==> src/rtl/commit_retire_unit.sv <==
// commit_retire_unit
// Retires up to NR_COMMIT_PORTS oldest-first scoreboard entries per cycle.
// Fences drain the store buffer and AMOs wait for the memory response before
// port 0 retires them. Exceptions are taken on port 0 only.
//
// Optional feature: define COMMIT_RETIRE_INSTRET_EN to build the
// retired-instruction counter. Without it instret_o is tied to zero and no
// counter flops exist.
//
// Scoreboard entries arrive flattened into per-port vectors:
//   fu encoding : 0 NONE, 1 LOAD, 2 STORE, 3 ALU, 4 CTRL_FLOW, 5 MULT,
//                 6 CSR, 7 FPU, 8 FPU_VEC
//   op encoding : 0 generic integer op, 1 FENCE, 2 FENCE_I, 3 SFENCE_VMA,
//                 4 AMO, 5 FLD, 6 FADD, 7 FCVT_W (FPU op writing a GPR)
// Ports k>0 only ever retire alongside a plain port-0 retirement in RUN,
// so fences and AMOs always retire alone.

module commit_retire_unit #(
    parameter int unsigned NR_COMMIT_PORTS = 2,
    parameter int unsigned INSTRET_W       = 64,
    parameter int unsigned XLEN            = 64
) (
    input  logic                                 clk_i,
    input  logic                                 rst_ni,
    input  logic                                 halt_i,
    input  logic                                 flush_i,
    input  logic                                 single_step_i,
    input  logic [NR_COMMIT_PORTS-1:0]           commit_valid_i,
    input  logic [NR_COMMIT_PORTS-1:0][3:0]      commit_fu_i,
    input  logic [NR_COMMIT_PORTS-1:0][3:0]      commit_op_i,
    input  logic [NR_COMMIT_PORTS-1:0][4:0]      commit_rd_i,
    input  logic [NR_COMMIT_PORTS-1:0][XLEN-1:0] commit_result_i,
    input  logic [NR_COMMIT_PORTS-1:0]           commit_ex_valid_i,
    input  logic [NR_COMMIT_PORTS-1:0][XLEN-1:0] commit_ex_cause_i,
    input  logic [NR_COMMIT_PORTS-1:0][XLEN-1:0] commit_ex_tval_i,
    output logic [NR_COMMIT_PORTS-1:0]           commit_ack_o,
    output logic [NR_COMMIT_PORTS-1:0][4:0]      waddr_o,
    output logic [NR_COMMIT_PORTS-1:0][XLEN-1:0] wdata_o,
    output logic [NR_COMMIT_PORTS-1:0]           we_gpr_o,
    output logic [NR_COMMIT_PORTS-1:0]           we_fpr_o,
    output logic                                 commit_lsu_o,
    input  logic                                 commit_lsu_ready_i,
    input  logic                                 no_st_pending_i,
    output logic                                 amo_valid_commit_o,
    input  logic                                 amo_resp_ack_i,
    input  logic [XLEN-1:0]                      amo_resp_result_i,
    output logic                                 fence_o,
    output logic                                 fence_i_o,
    output logic                                 sfence_vma_o,
    output logic                                 flush_commit_o,
    output logic                                 exception_valid_o,
    output logic [XLEN-1:0]                      exception_cause_o,
    output logic [XLEN-1:0]                      exception_tval_o,
    output logic [INSTRET_W-1:0]                 instret_o
);

    localparam logic [3:0] FU_LOAD      = 4'd1;
    localparam logic [3:0] FU_STORE     = 4'd2;
    localparam logic [3:0] FU_ALU       = 4'd3;
    localparam logic [3:0] FU_CTRL_FLOW = 4'd4;
    localparam logic [3:0] FU_MULT      = 4'd5;
    localparam logic [3:0] FU_CSR       = 4'd6;
    localparam logic [3:0] FU_FPU       = 4'd7;
    localparam logic [3:0] FU_FPU_VEC   = 4'd8;

    localparam logic [3:0] OP_FENCE      = 4'd1;
    localparam logic [3:0] OP_FENCE_I    = 4'd2;
    localparam logic [3:0] OP_SFENCE_VMA = 4'd3;
    localparam logic [3:0] OP_AMO        = 4'd4;
    localparam logic [3:0] OP_FLD        = 4'd5;
    localparam logic [3:0] OP_FADD       = 4'd6;

    typedef enum logic [1:0] {
        RUN      = 2'd0,
        DRAIN    = 2'd1,
        AMO_WAIT = 2'd2
    } state_t;

    state_t     state_q, state_d;
    logic [3:0] kind_q, kind_d;
    logic       amo_writeback;
    logic       retire_chain;
    logic       unused_ex_bits;

    function automatic logic is_rd_fpr(input logic [3:0] op);
        return (op == OP_FLD) || (op == OP_FADD);
    endfunction

    function automatic logic is_fence_op(input logic [3:0] op);
        return (op == OP_FENCE) || (op == OP_FENCE_I) || (op == OP_SFENCE_VMA);
    endfunction

    function automatic logic fu_parallel_ok(input logic [3:0] fu);
        return (fu == FU_LOAD) || (fu == FU_ALU) || (fu == FU_CTRL_FLOW) ||
               (fu == FU_MULT) || (fu == FU_FPU) || (fu == FU_FPU_VEC);
    endfunction

    // Only port 0 can raise an exception; younger ports' cause/tval are ignored.
    assign unused_ex_bits    = ^{commit_ex_cause_i, commit_ex_tval_i};
    assign exception_cause_o = commit_ex_cause_i[0];
    assign exception_tval_o  = commit_ex_tval_i[0];

    // State register plus the op kind latched when a fence or AMO is accepted.
    always_ff @(posedge clk_i or negedge rst_ni) begin
        if (!rst_ni) begin
            state_q <= RUN;
            kind_q  <= 4'd0;
        end else begin
            state_q <= state_d;
            kind_q  <= kind_d;
        end
    end

    // Retire decision, next state and one-cycle pulses; everything is held low while in reset.
    always_comb begin
        state_d            = state_q;
        kind_d             = kind_q;
        commit_ack_o       = '0;
        commit_lsu_o       = 1'b0;
        amo_valid_commit_o = 1'b0;
        amo_writeback      = 1'b0;
        fence_o            = 1'b0;
        fence_i_o          = 1'b0;
        sfence_vma_o       = 1'b0;
        flush_commit_o     = 1'b0;
        exception_valid_o  = 1'b0;
        retire_chain       = 1'b0;

        if (rst_ni) begin
            case (state_q)
                RUN: begin
                    if (commit_valid_i[0] && !halt_i) begin
                        if (commit_ex_valid_i[0]) begin
                            exception_valid_o = 1'b1;
                        end else if (is_fence_op(commit_op_i[0])) begin
                            if (!flush_i) begin
                                state_d = DRAIN;
                                kind_d  = commit_op_i[0];
                            end
                        end else if (commit_op_i[0] == OP_AMO) begin
                            if (!flush_i) begin
                                state_d = AMO_WAIT;
                                kind_d  = commit_op_i[0];
                            end
                        end else if (commit_fu_i[0] == FU_STORE) begin
                            if (commit_lsu_ready_i && !flush_i) begin
                                commit_ack_o[0] = 1'b1;
                                commit_lsu_o    = 1'b1;
                            end
                        end else if (!flush_i) begin
                            commit_ack_o[0] = 1'b1;
                        end
                    end

                    retire_chain = commit_ack_o[0] && !single_step_i &&
                                   (commit_fu_i[0] != FU_CSR);
                    for (int k = 1; k < NR_COMMIT_PORTS; k++) begin
                        retire_chain = retire_chain && commit_valid_i[k] &&
                                       !commit_ex_valid_i[k] &&
                                       fu_parallel_ok(commit_fu_i[k]);
                        commit_ack_o[k] = retire_chain;
                    end
                end

                DRAIN: begin
                    if (flush_i) begin
                        state_d = RUN;
                    end else if (!halt_i && no_st_pending_i) begin
                        commit_ack_o[0] = 1'b1;
                        fence_o         = (kind_q == OP_FENCE);
                        fence_i_o       = (kind_q == OP_FENCE_I);
                        sfence_vma_o    = (kind_q == OP_SFENCE_VMA);
                        state_d         = RUN;
                    end
                end

                AMO_WAIT: begin
                    amo_valid_commit_o = 1'b1;
                    if (flush_i) begin
                        state_d = RUN;
                    end else if (!halt_i && amo_resp_ack_i) begin
                        commit_ack_o[0] = 1'b1;
                        flush_commit_o  = 1'b1;
                        amo_writeback   = 1'b1;
                        state_d         = RUN;
                    end
                end

                default: begin
                    state_d = RUN;
                end
            endcase
        end
    end

    // Register file write ports; an AMO writes its memory result into a GPR.
    always_comb begin
        for (int i = 0; i < NR_COMMIT_PORTS; i++) begin
            waddr_o[i]  = commit_rd_i[i];
            wdata_o[i]  = commit_result_i[i];
            we_fpr_o[i] = commit_ack_o[i] && is_rd_fpr(commit_op_i[i]);
            we_gpr_o[i] = commit_ack_o[i] && !is_rd_fpr(commit_op_i[i]);
        end
        if (amo_writeback) begin
            wdata_o[0]  = amo_resp_result_i;
            we_gpr_o[0] = 1'b1;
            we_fpr_o[0] = 1'b0;
        end
    end

`ifdef COMMIT_RETIRE_INSTRET_EN
    logic [INSTRET_W-1:0] instret_q;
    logic [INSTRET_W-1:0] retire_count;

    // Number of instructions retired this cycle.
    always_comb begin
        retire_count = '0;
        for (int i = 0; i < NR_COMMIT_PORTS; i++) begin
            retire_count = retire_count + INSTRET_W'(commit_ack_o[i]);
        end
    end

    // Running retired-instruction count, wrapping naturally at its width.
    always_ff @(posedge clk_i or negedge rst_ni) begin
        if (!rst_ni) begin
            instret_q <= '0;
        end else begin
            instret_q <= instret_q + retire_count;
        end
    end

    assign instret_o = instret_q;
`else
    assign instret_o = '0;
`endif

endmodule
==> config.mk <==
export PLATFORM = sky130hd
export DESIGN_NAME = commit_retire_unit
export DESIGN_NICKNAME = d
export VERILOG_FILES = /design/src/rtl/commit_retire_unit.sv
export SDC_FILE = /design/constraint.sdc
export NUM_CORES = 1
export LEC_CHECK = 0
export CAP_MARGIN = 20
export CORE_AREA = 2 2 324 326
export CTS_CLUSTER_DIAMETER = 100
export DETAILED_ROUTE_END_ITERATION = 10
export DIE_AREA = 0 0 326 328
export PLACE_DENSITY = 0.3
export SYNTH_ARGS = -nofsm -noshare
export SYNTH_HDL_FRONTEND = slang
export SYNTH_SLANG_ARGS = --single-unit
==> constraint.sdc <==
create_clock -name clk_i -period 2.8 [get_ports clk_i]
set_clock_uncertainty 0.15 [all_clocks]
set_input_delay 0.84 -clock clk_i [delete_from_list [all_inputs] [get_ports clk_i]]
set_output_delay 0.84 -clock clk_i [all_outputs]
set_load 0.01 [all_outputs]
==> summary.md <==
| Metric | Value |
|---|---|
| Mux share of post-synthesis cell area | `between 20% and 30%` |
| CP endpoint kind | `output port` |
| CTS Buf Count | `3` |
| Worst Setup Start Kind | `primary input` |
| Final hold vios | `0` |
| CP Max Fanout | `5` |
| Ratio of cells with drive above 1 in the final layout | `a little under 50%` |
| Worst vdd ir | `0.0001499 V` |
| CTS tree | `done` |
| Max Fclk | `approximately 0.28 GHz` |
| Mean Syn Cell Area | `8.254 um^2` |
| Die area | `approximately 110,000 um^2` |
| First DRT Iteration DRCs | `60` |
| Violated checks | `setup timing` |
| Vias in the first global route | `between 3,000 and 4,000` |
| Cell Count, Final, Fillers Out | `approximately 1,900` |
| Pwr Total | `between 0.0009 and 0.001 W` |
| Yosys warnings | `0` |
| Reg2Reg Depth | `6` |
| Final nets | `a little under 1,000` |
| Simple-gate share of the synthesized area | `between 7 and 8%` |
| Xor/xnor cell area share of the yosys netlist | `less than 1%` |
| Reg2reg setup slack | `0.90 ns` |
| Synth area leader | `buf_4` |
| H-tree levels | `1` |
| Worst setup path endpoint | `wdata_o[23]` |
| Tcrit/Tclk final | `125.9%` |
| Adder-Cell Fraction of Synth Area | `0%` |
| All-layer global routing usage | `4.748%` |
| Compound-Gate Fraction of Synth Area | `~2.2%` |
| CTS sink count | `6` |
| Boundary Pins | `about 830` |
| Maximum root-to-sink buffer count | `2` |
| Initial Util | `under 10%` |
| I/O Buffers | `232` |
| Die Wd | `326 um` |
| Multi-input gate area | `1788 um^2` |
| Crit-path cells | `buf_8, or3b_4, nor2_4, buf_12, buf_12, buf_16, buf_12, mux2_4, buf_6` |
| DR pass1 iterations | `3` |
| Worst path arrival time | `around 2.5 ns` |
| Reg-to-reg startpoint | `state_q[0]$_DFFE_PN0P_` |
| Initial antenna violation count | `6` |
| Yosys top cell area share | `about three fifths` |
| Dominant combinational cell family by area after synthesis | `buffers and inverters` |
| Crit Path Class | `in -> out` |
| Slew Limit Fails | `0` |
| Slowest stage delay, CP | `approximately 0.47 ns` |
| DP HPWL | `between 20,000 and 25,000 um` |
| Core ar. | `103,200 um^2` |
| Layout area overhead | `106.9%` |
| Flops & latches, synth | `6` |
| # Max-Cap Violations | `0` |
| Placed Cells | `approximately 1,800` |
| DRC | `0` |
| Cell mode on critical path | `buf_12` |
| CTS root buf | `clkbuf_16` |
| Minimum clock period | `3.525 ns` |
| Worst reg2reg path endpoint | `kind_q[2]$_DFFE_PN0P_` |
| Rows | `118` |
| Worst Path Required | `between 1.5 and 2 ns` |
| Crit. Startpoint | `halt_i` |
| Gp weighted congestion | `~0.86` |
| Post-synthesis sequential area ratio | `about 4.5%` |
| Pwr Density | `approximately 140 nW/um^2` |
| Via count | `between 2,000 and 3,000` |
| Die Span Y | `approximately 330 um` |
| Crit-path slowest cell | `or3b_4` |
| Syn Std Cell Area | `between 3000 and 4000 um^2` |
| Final ANT Viol Nets | `0` |
| RSZ-0062 raised after global routing | `true` |
| # fillers | `between 10,000 and 15,000` |
| Clock latency on the worst-skew pair | `roughly 0.23 ns` |
| Pin count of the biggest net entering global routing | `9` |
| Grt ovf | `0` |
| # setup viols final | `75` |
| Synth area leaders | `buf_4, mux2_1, mux2_2` |
| Status | `complete, but fails checks` |
| Setup TNS | `-46.00 ns` |
| P_leak | `roughly 2.4 nW` |
| Hold Crit Class | `reg -> reg` |
| Via/cell ratio | `about 1.6` |
| Min setup slack post-route | `-0.7247 ns` |
| First-pass GRT wire length | `between 30,000 and 40,000 um` |
| Seq. cell area | `roughly 150 um^2` |
| WL/cell | `around 14 um` |
| Clk slew on worst S/H paths | `approximately 0.04 ns` |
| Synthesized instance count | `approximately 400` |
| Unique masters post-synth | `37` |
| Final WL | `about 27,000 um` |
how the worst min path moves through the flow:
stage,startpoint,endpoint,slack (ns),cells past startpoint
6_report,kind_q[3]$_DFFE_PN0P_,kind_q[3]$_DFFE_PN0P_,0.40,1
5_1_grt,kind_q[3]$_DFFE_PN0P_,kind_q[3]$_DFFE_PN0P_,0.42,1
4_1_cts,kind_q[3]$_DFFE_PN0P_,kind_q[3]$_DFFE_PN0P_,0.40,1
3_5_place_dp,kind_q[3]$_DFFE_PN0P_,kind_q[3]$_DFFE_PN0P_,0.34,1
3_3_place_gp,kind_q[3]$_DFFE_PN0P_,kind_q[3]$_DFFE_PN0P_,0.35,1
2_1_floorplan,kind_q[3]$_DFFE_PN0P_,kind_q[3]$_DFFE_PN0P_,0.31,1
power by group:
group / total (W) / switching [W] / internal [W] / leakage, nW
logic: 0.000615 / 0.000240 / 0.000375 / 2.30
registers: 0.0000966 / 0.00000519 / 0.0000914 / 0.0774
clock network: 0.000236 / 0.0000523 / 0.000184 / 0.0370
total: 0.000947 / 0.000297 / 0.000650 / 2.41
kinds of logic (layout without fill, tap and decap cells):
family,Yosys count,after routing
XOR/XNOR,3,3
multiplexers,68,68
other,1,67
AND/OR/NAND/NOR,39,39
AO/OA/AOI/OAI,10,10
buffers and inverters,275,302
flip-flops,6,6
cell usage after synthesis (all sizes together):
master   instances
nor2             9
nor4bb           1
dfrtp            6
a22o             2
a21oi            2
nor2b            2
nor4b            1
o21ai            1
a31oi            1
nand2b           1
xnor2            3
and2b            1
or3b             2
and3b            2
nand3            1
or3              1
nand2            5
nor3b            5
conb             1
nor4             1
o2111ai          1
o31ai            1
o21bai           1
buf            273
mux2i            2
mux2            66
nand4bb          1
nor3             3
inv              1
nand3b           2
o21ba            1
clkbuf           1
and3             1
cell usage in the layout, fill, tap and decap left out, types with 4 or more instances in the layout:
cell type,netlist,routed
nor2_1,9,6
buf_12,0,10
dfrtp_1,6,6
buf_8,0,7
clkdlybuf4s50_1,0,142
mux2_4,0,64
conb_1,1,64
buf_6,4,68
buf_16,0,5
buf_4,267,35
clkdlybuf4s15_2,0,4
buf_2,2,18
dlygate4sd2_1,0,4
critical path, delay by kind of cell:
family	cells	cell delay, ns
buffers and inverters	6	0.75
and+or+nand+nor	2	0.62
muxes	1	0.31
state kept, by name (all words and copies together), names as in the netlist:
name / flops
kind_q: 4
state_q: 2
stage by stage:
stage	worst slack (ns)	utilization [%]	area (um^2)	hold slack, ns
floorplan	-0.1704	-	3785	0.3073
global placement	-1.770	5.795	5981	0.3523
detailed placement	-1.649	5.795	5981	0.3361
CTS	-0.8107	6.752	6968	0.4013
global route	-0.7826	6.649	6862	0.4152
finish	-0.7247	6.654	6867	0.3972
metal layers:
metal / global-route usage (%) / wire, um
met5: 0.1331 / 41
met1: 4.054 / 8097
met3: 4.777 / 5625
met2: 7.486 / 11950
met4: 1.703 / 1079
area by class of cell:
class                      count  area share [%]
inverter                       1         0.05466
tap                         1380           25.15
timing repair buffer         298           45.37
multi-input combinational    184           26.04
clock buffer                   3           1.093
antenna                        3          0.1093
sequential                     6           2.187
repair_timing:
action / in CTS / in global routing
pin swaps: 13 / 13
gates resized for setup: 414 / 45
setup endpoints to repair: 79 / 76
buffers inserted: 34 / 4
endpoints found under the hold margin: 0 / 0
gates cloned: 8 / 0
hold buffers: 0 / 0
No activity file was read; power rests on OpenSTA's default activity.
==> edit 1: new RTL, same flow settings <==
Change the parameter `INSTRET_W` from 64 to 72.
--- a/src/rtl/commit_retire_unit.sv
+++ b/src/rtl/commit_retire_unit.sv
@@ -17,7 +17,7 @@
 
 module commit_retire_unit #(
     parameter int unsigned NR_COMMIT_PORTS = 2,
-    parameter int unsigned INSTRET_W       = 64,
+    parameter int unsigned INSTRET_W       = 72,
     parameter int unsigned XLEN            = 64
 ) (
     input  logic                                 clk_i,
Interface: changed (resized instret_o); port bits go from 829 to 837. No check against the original RTL was run, so the function may have changed too.
==> edit 1 against the original RTL <==
The run still ends with negative setup slack left. Sequential cell count did not move. Non-clock buffer count rose by 26. Fmax fell by 3.2%. Total power fell by 1.1%. Design area rose by 4.6%. Synthesized cell count rose by 2.0%. Routed wire length rose by 0.88%. Synthesized area rose by 1.8%. Sequential share of layout area fell by 0.097 points. Count of clock-buffer cells in the layout did not move. Global-route usage fell by 0.083 points. Combinational power fell by 0.7%. Setup slack got worse by 0.12 ns. Critical path depth rose by 2.
==> edit 1: results (changes against the original RTL) <==
[outcome]
status = finished with violations  ; unchanged
failed_checks = negative setup slack  ; unchanged

[yosys]
synth_compound_area_frac = 0.0215  ; was 0.0219
synthMuxAreaShare = 0.226  ; was 0.230
synthTopCellsByCount = buf_4 (275), mux2_1 (39), mux2_2 (27), nor2_1 (9), dfrtp_1 (6)  ; was buf_4 (267), mux2_1 (39), mux2_2 (27), nor2_1 (9), dfrtp_1 (6)
synthTopCellsByArea = buf_4 (61%), mux2_1 (13%), mux2_2 (9.0%)  ; was buf_4 (60%), mux2_1 (13%), mux2_2 (9.2%)
synth_area_per_cell_um2 = 8.24  ; was 8.25 um2

[timing]
layout_setup_ws_ns = -0.843  ; was -0.725 ns
hold_slack_ns = 0.389  ; was 0.397 ns
setup_viol = 75  ; unchanged
tns_ns = -53.93  ; was -46.00 ns

[finish]
fin_cells = 1910  ; was 1875
stdcell_area_um2 = 7180  ; was 6870 um2
fillCellCount = 12100  ; about the same

[worst_setup_path]
crit_arrival_ns = 2.65  ; was 2.53 ns
endpoint = wdata_o[40]  ; was wdata_o[23]
path_max_fanout = 3  ; was 5
max_stage_delay_ns = 0.50  ; was 0.47 ns

[global_route]
grt_first_pass_wirelength_um = 32400  ; was 32900 um
grt_pass1_vias = 3268  ; was 3460
grt_max_degree = 11  ; was 9
grt_use_total = 0.0466  ; was 0.0475

[place]
placedCellCount = 1844  ; was 1832
place.gp.congestion = 0.735  ; was 0.864
place_ws_ns = -1.44  ; was -1.65 ns
dpl.hpwl_um = 24100  ; was 22400 um

[power]
p_sw_mw = 0.283  ; was 0.297 mW
clockPowerShare = 0.243  ; was 0.249

[drt]
viasPerCell = 1.58  ; was 1.59
drt-initial-drc-count = 41  ; was 60
routedWlPerCell_um = 14.2  ; was 14.3 um

==> edit 1: cell count changes in the layout (fill, tap and decap cells not counted), sizes merged <==
cell	unedited run	this run
conb	64	72
dlygate4sd2	4	6
dlymetal6s2s	3	0
diode	3	4
clkbuf	4	8
buf	143	169
clkdlybuf4s15	5	2
==> edit 1: final cells by class <==
type	instances	share of cell area
Antenna cell	4	0.00139
Clock buffer	3	0.0104
Inverter	1	0.000522
Multi-Input combinational cell	192	0.253
Sequential cell	6	0.0209
Tap cell	1380	0.240
Timing Repair Buffer	324	0.474
==> edit 1: repair_timing <==
| action | 4_1_cts | 5_1_grt |
|---|---|---|
| setup buffers | 38 | 25 |
| pin swaps | 14 | 11 |
| hold endpoints to repair | 0 | 0 |
| setup endpoints to repair | 77 | 76 |
| resized for setup | 337 | 118 |
| cloned | 1 | 2 |
==> edit 1: layer usage <==
layer	routed length (um)	track usage	vias up
met5	40	0	-
met4	957	0.0185	6
met3	5490	0.0435	80
met1	9630	0.0479	1294
met2	10900	0.0653	402
li1	-	-	1229
==> edit 2: new RTL, same flow settings <==
Made on the original files. Encoding of `state_t`: now one-hot (3 bits for 3 states).
--- a/src/rtl/commit_retire_unit.sv
+++ b/src/rtl/commit_retire_unit.sv
@@ -70,10 +70,10 @@
     localparam logic [3:0] OP_FLD        = 4'd5;
     localparam logic [3:0] OP_FADD       = 4'd6;
 
-    typedef enum logic [1:0] {
-        RUN      = 2'd0,
-        DRAIN    = 2'd1,
-        AMO_WAIT = 2'd2
+    typedef enum logic [2:0] {
+        RUN      = 3'b001,
+        DRAIN    = 3'b010,
+        AMO_WAIT = 3'b100
     } state_t;
 
     state_t     state_q, state_d;
Function: same outputs for any inputs over 4 cycles, from zero or initial values and one cycle with rst_ni low; so few cycles prove little.
==> edit 2 against the original RTL <==
The run still ends with negative setup slack left. Critical path depth is 1 lower. Die area did not move. Setup slack got worse by 0.030 ns. Synthesized area up 10%. Sequential cell count is 1 higher. Via count rose by 0.40%. Global-route usage down 0.54 points. Synthesized cell count rose by 4.5%. Total power increased by 4.0%. Hold slack got worse by 0.069 ns. Design area is 2.1% higher. Routed wire length down 10%. Register-to-register slack improved by 0.02 ns. Largest cell class unchanged. Highest routed layer is now met4.
==> edit 2: results (changes against the original RTL) <==
[yosys]
syn_inst = 420  ; was 402
synthTopCellsByArea = buf_4 (55%), mux2_4 (16%), mux2_2 (8.9%)  ; was buf_4 (60%), mux2_1 (13%), mux2_2 (9.2%)
synthArstFlopShare = 1.00  ; unchanged
synthTopCellsByCount = buf_4 (266), mux2_4 (39), mux2_2 (29), nor2_1 (9), dfrtp_1 (6)  ; was buf_4 (267), mux2_1 (39), mux2_2 (27), nor2_1 (9), dfrtp_1 (6)
yosys_warnings = 0  ; unchanged
synth.distinct_cells = 45  ; was 37
yosysTopAreaCellShare = 0.547  ; was 0.604
synth_flop_cell = dfrtp_1  ; unchanged
ys_seq_area_frac = 0.0483  ; was 0.0452

[global_route]
grt_max_degree = 16  ; was 9
grt_pass1_vias = 3183  ; was 3460
antenna_found_initial = 5  ; was 6
grt_use_total = 0.0420  ; was 0.0475
grt_first_pass_wirelength_um = 29600  ; was 32900 um

[clock_network]
clock_latency_ns = 0.23  ; about the same
cts_max_level = 1  ; unchanged
cts_inserted_buffers = 3  ; unchanged
cts_root_buffer = clkbuf_16  ; unchanged

[finish]
drive_gt1_frac = 0.508  ; was 0.494
post-route-util = 0.0679  ; was 0.0665
fin_nets = 1003  ; was 980
largest_register_ffs = 4  ; unchanged
top_regs = kind_q (4), state_q (3)  ; was kind_q (4), state_q (2)
fillCellCount = 12100  ; about the same

[worst_setup_path]
max_stage_delay_ns = 0.39  ; was 0.47 ns
crit_slowest_cell = a2111o_1  ; was or3b_4
rrSetupSlack_ns = 0.92  ; was 0.90 ns
crit_arrival_ns = 2.56  ; was 2.53 ns
critical-path-top-delay-family = simple AND/OR/NAND/NOR gates  ; was buffers and inverters
path_max_fanout = 3  ; was 5

[place]
place_ws_ns = -1.50  ; was -1.65 ns
dpl.hpwl_um = 21800  ; was 22400 um
placedCellCount = 1870  ; was 1832
place.gp.congestion = 0.835  ; was 0.864
placed_area_um2 = 6330  ; was 5980 um2
io_buffer_count = 232  ; unchanged

[outcome]
failed_checks = negative setup slack  ; unchanged
status = finished with violations  ; unchanged

[timing]
hold_slack_ns = 0.329  ; was 0.397 ns
tns_ns = -28.90  ; was -46.00 ns
layout_setup_ws_ns = -0.754  ; was -0.725 ns
setup_viol = 76  ; was 75
hold_viol_final = 0  ; unchanged
slew_headroom = 0.575

[drt]
routedWlPerCell_um = 12.6  ; was 14.3 um
first_pass_iters = 4  ; was 3
drc = 0  ; unchanged
wl_um = 24000  ; was 26800 um
viasPerCell = 1.58  ; was 1.59
drt-initial-drc-count = 53  ; was 60

[power]
ir_drop_mv = 0.182  ; was 0.150 mV
p_int_mw = 0.681  ; was 0.650 mW
leakage_nw = 2.64  ; was 2.41 nW

-- edit 2: cell count changes in the layout (fill, tap and decap cells not counted), moves of 4 or more --
cell,unedited run,this run
buf_12,10,14
buf_16,5,1
buf_2,18,8
buf_6,68,88
clkdlybuf4s50_1,142,136
mux2_2,2,27
mux2_4,64,41
o21ai_0,1,5
-- edit 2: worst register-to-register path, cell delays in order (launching register included) --
cell and delay, ns:
dfrtp_1 0.44, buf_4 0.20, nor2b_1 0.17, a22oi_1 0.11, o31ai_1 0.21, buf_4 0.16
mux2_2 0.32
-- edit 2: power by group through the flow --
| stage | clock network [mW] | registers (mW) | logic [mW] |
|---|---|---|---|
| floorplan | 0 | 0.111 | 0.522 |
| global placement | 0 | 0.113 | 0.596 |
| detailed placement | 0 | 0.113 | 0.594 |
| CTS | 0.249 | 0.112 | 0.638 |
| global route | 0.257 | 0.113 | 0.681 |
| finish | 0.241 | 0.113 | 0.632 |
-- edit 2: layer usage --
layer | wire length, um | vias to the layer above | share of wire | track usage
li1 | - | 1255 | - | -
met1 | 5880 | 1271 | 0.25 | 0.0295
met2 | 10600 | 387 | 0.44 | 0.0663
met3 | 6300 | 84 | 0.26 | 0.0490
met4 | 1230 | 0 | 0.051 | 0.0217
met5 | 0 | - | 0 | 0
-- edit 2: timing repair --
action | in CTS | in global routing
resized for setup | 416 | 20
setup endpoints to repair | 77 | 76
gates cloned | 2 | 0
buffers inserted | 16 | 7
pin swaps | 19 | 13
-- edit 2: path summary, 6_finish.rpt --
path / from / end / cells after the start
setup / recovery: halt_i / we_fpr_o[1] / 8
hold / removal: kind_q[3] / kind_q[3] / 1
setup reg to reg: state_q[2] / state_q[2] / 6
hold reg to reg: kind_q[3] / kind_q[3] / 1
max in group asynchronous: rst_ni / state_q[0] / 3
min in group asynchronous: rst_ni / state_q[1] / 3
-- edit 2: area by class of cell --
class / count / area, um2 / area share
tap: 1380 / 1730 / 0.246
multi-input combinational: 199 / 1820 / 0.260
antenna: 5 / 12.5 / 0.00178
clock buffer: 4 / 78.8 / 0.0112
timing repair buffer: 303 / 3180 / 0.454
inverter: 3 / 11.3 / 0.00161
sequential: 7 / 176 / 0.0252
-- edit 2: cells by family after synthesis --
group / synth area share
simple gates: 0.0977
xor+xnor: 0.00480
compound gates: 0.0288
flops: 0.0483
buf+inv: 0.570
mux: 0.250
other cells: 0.00103
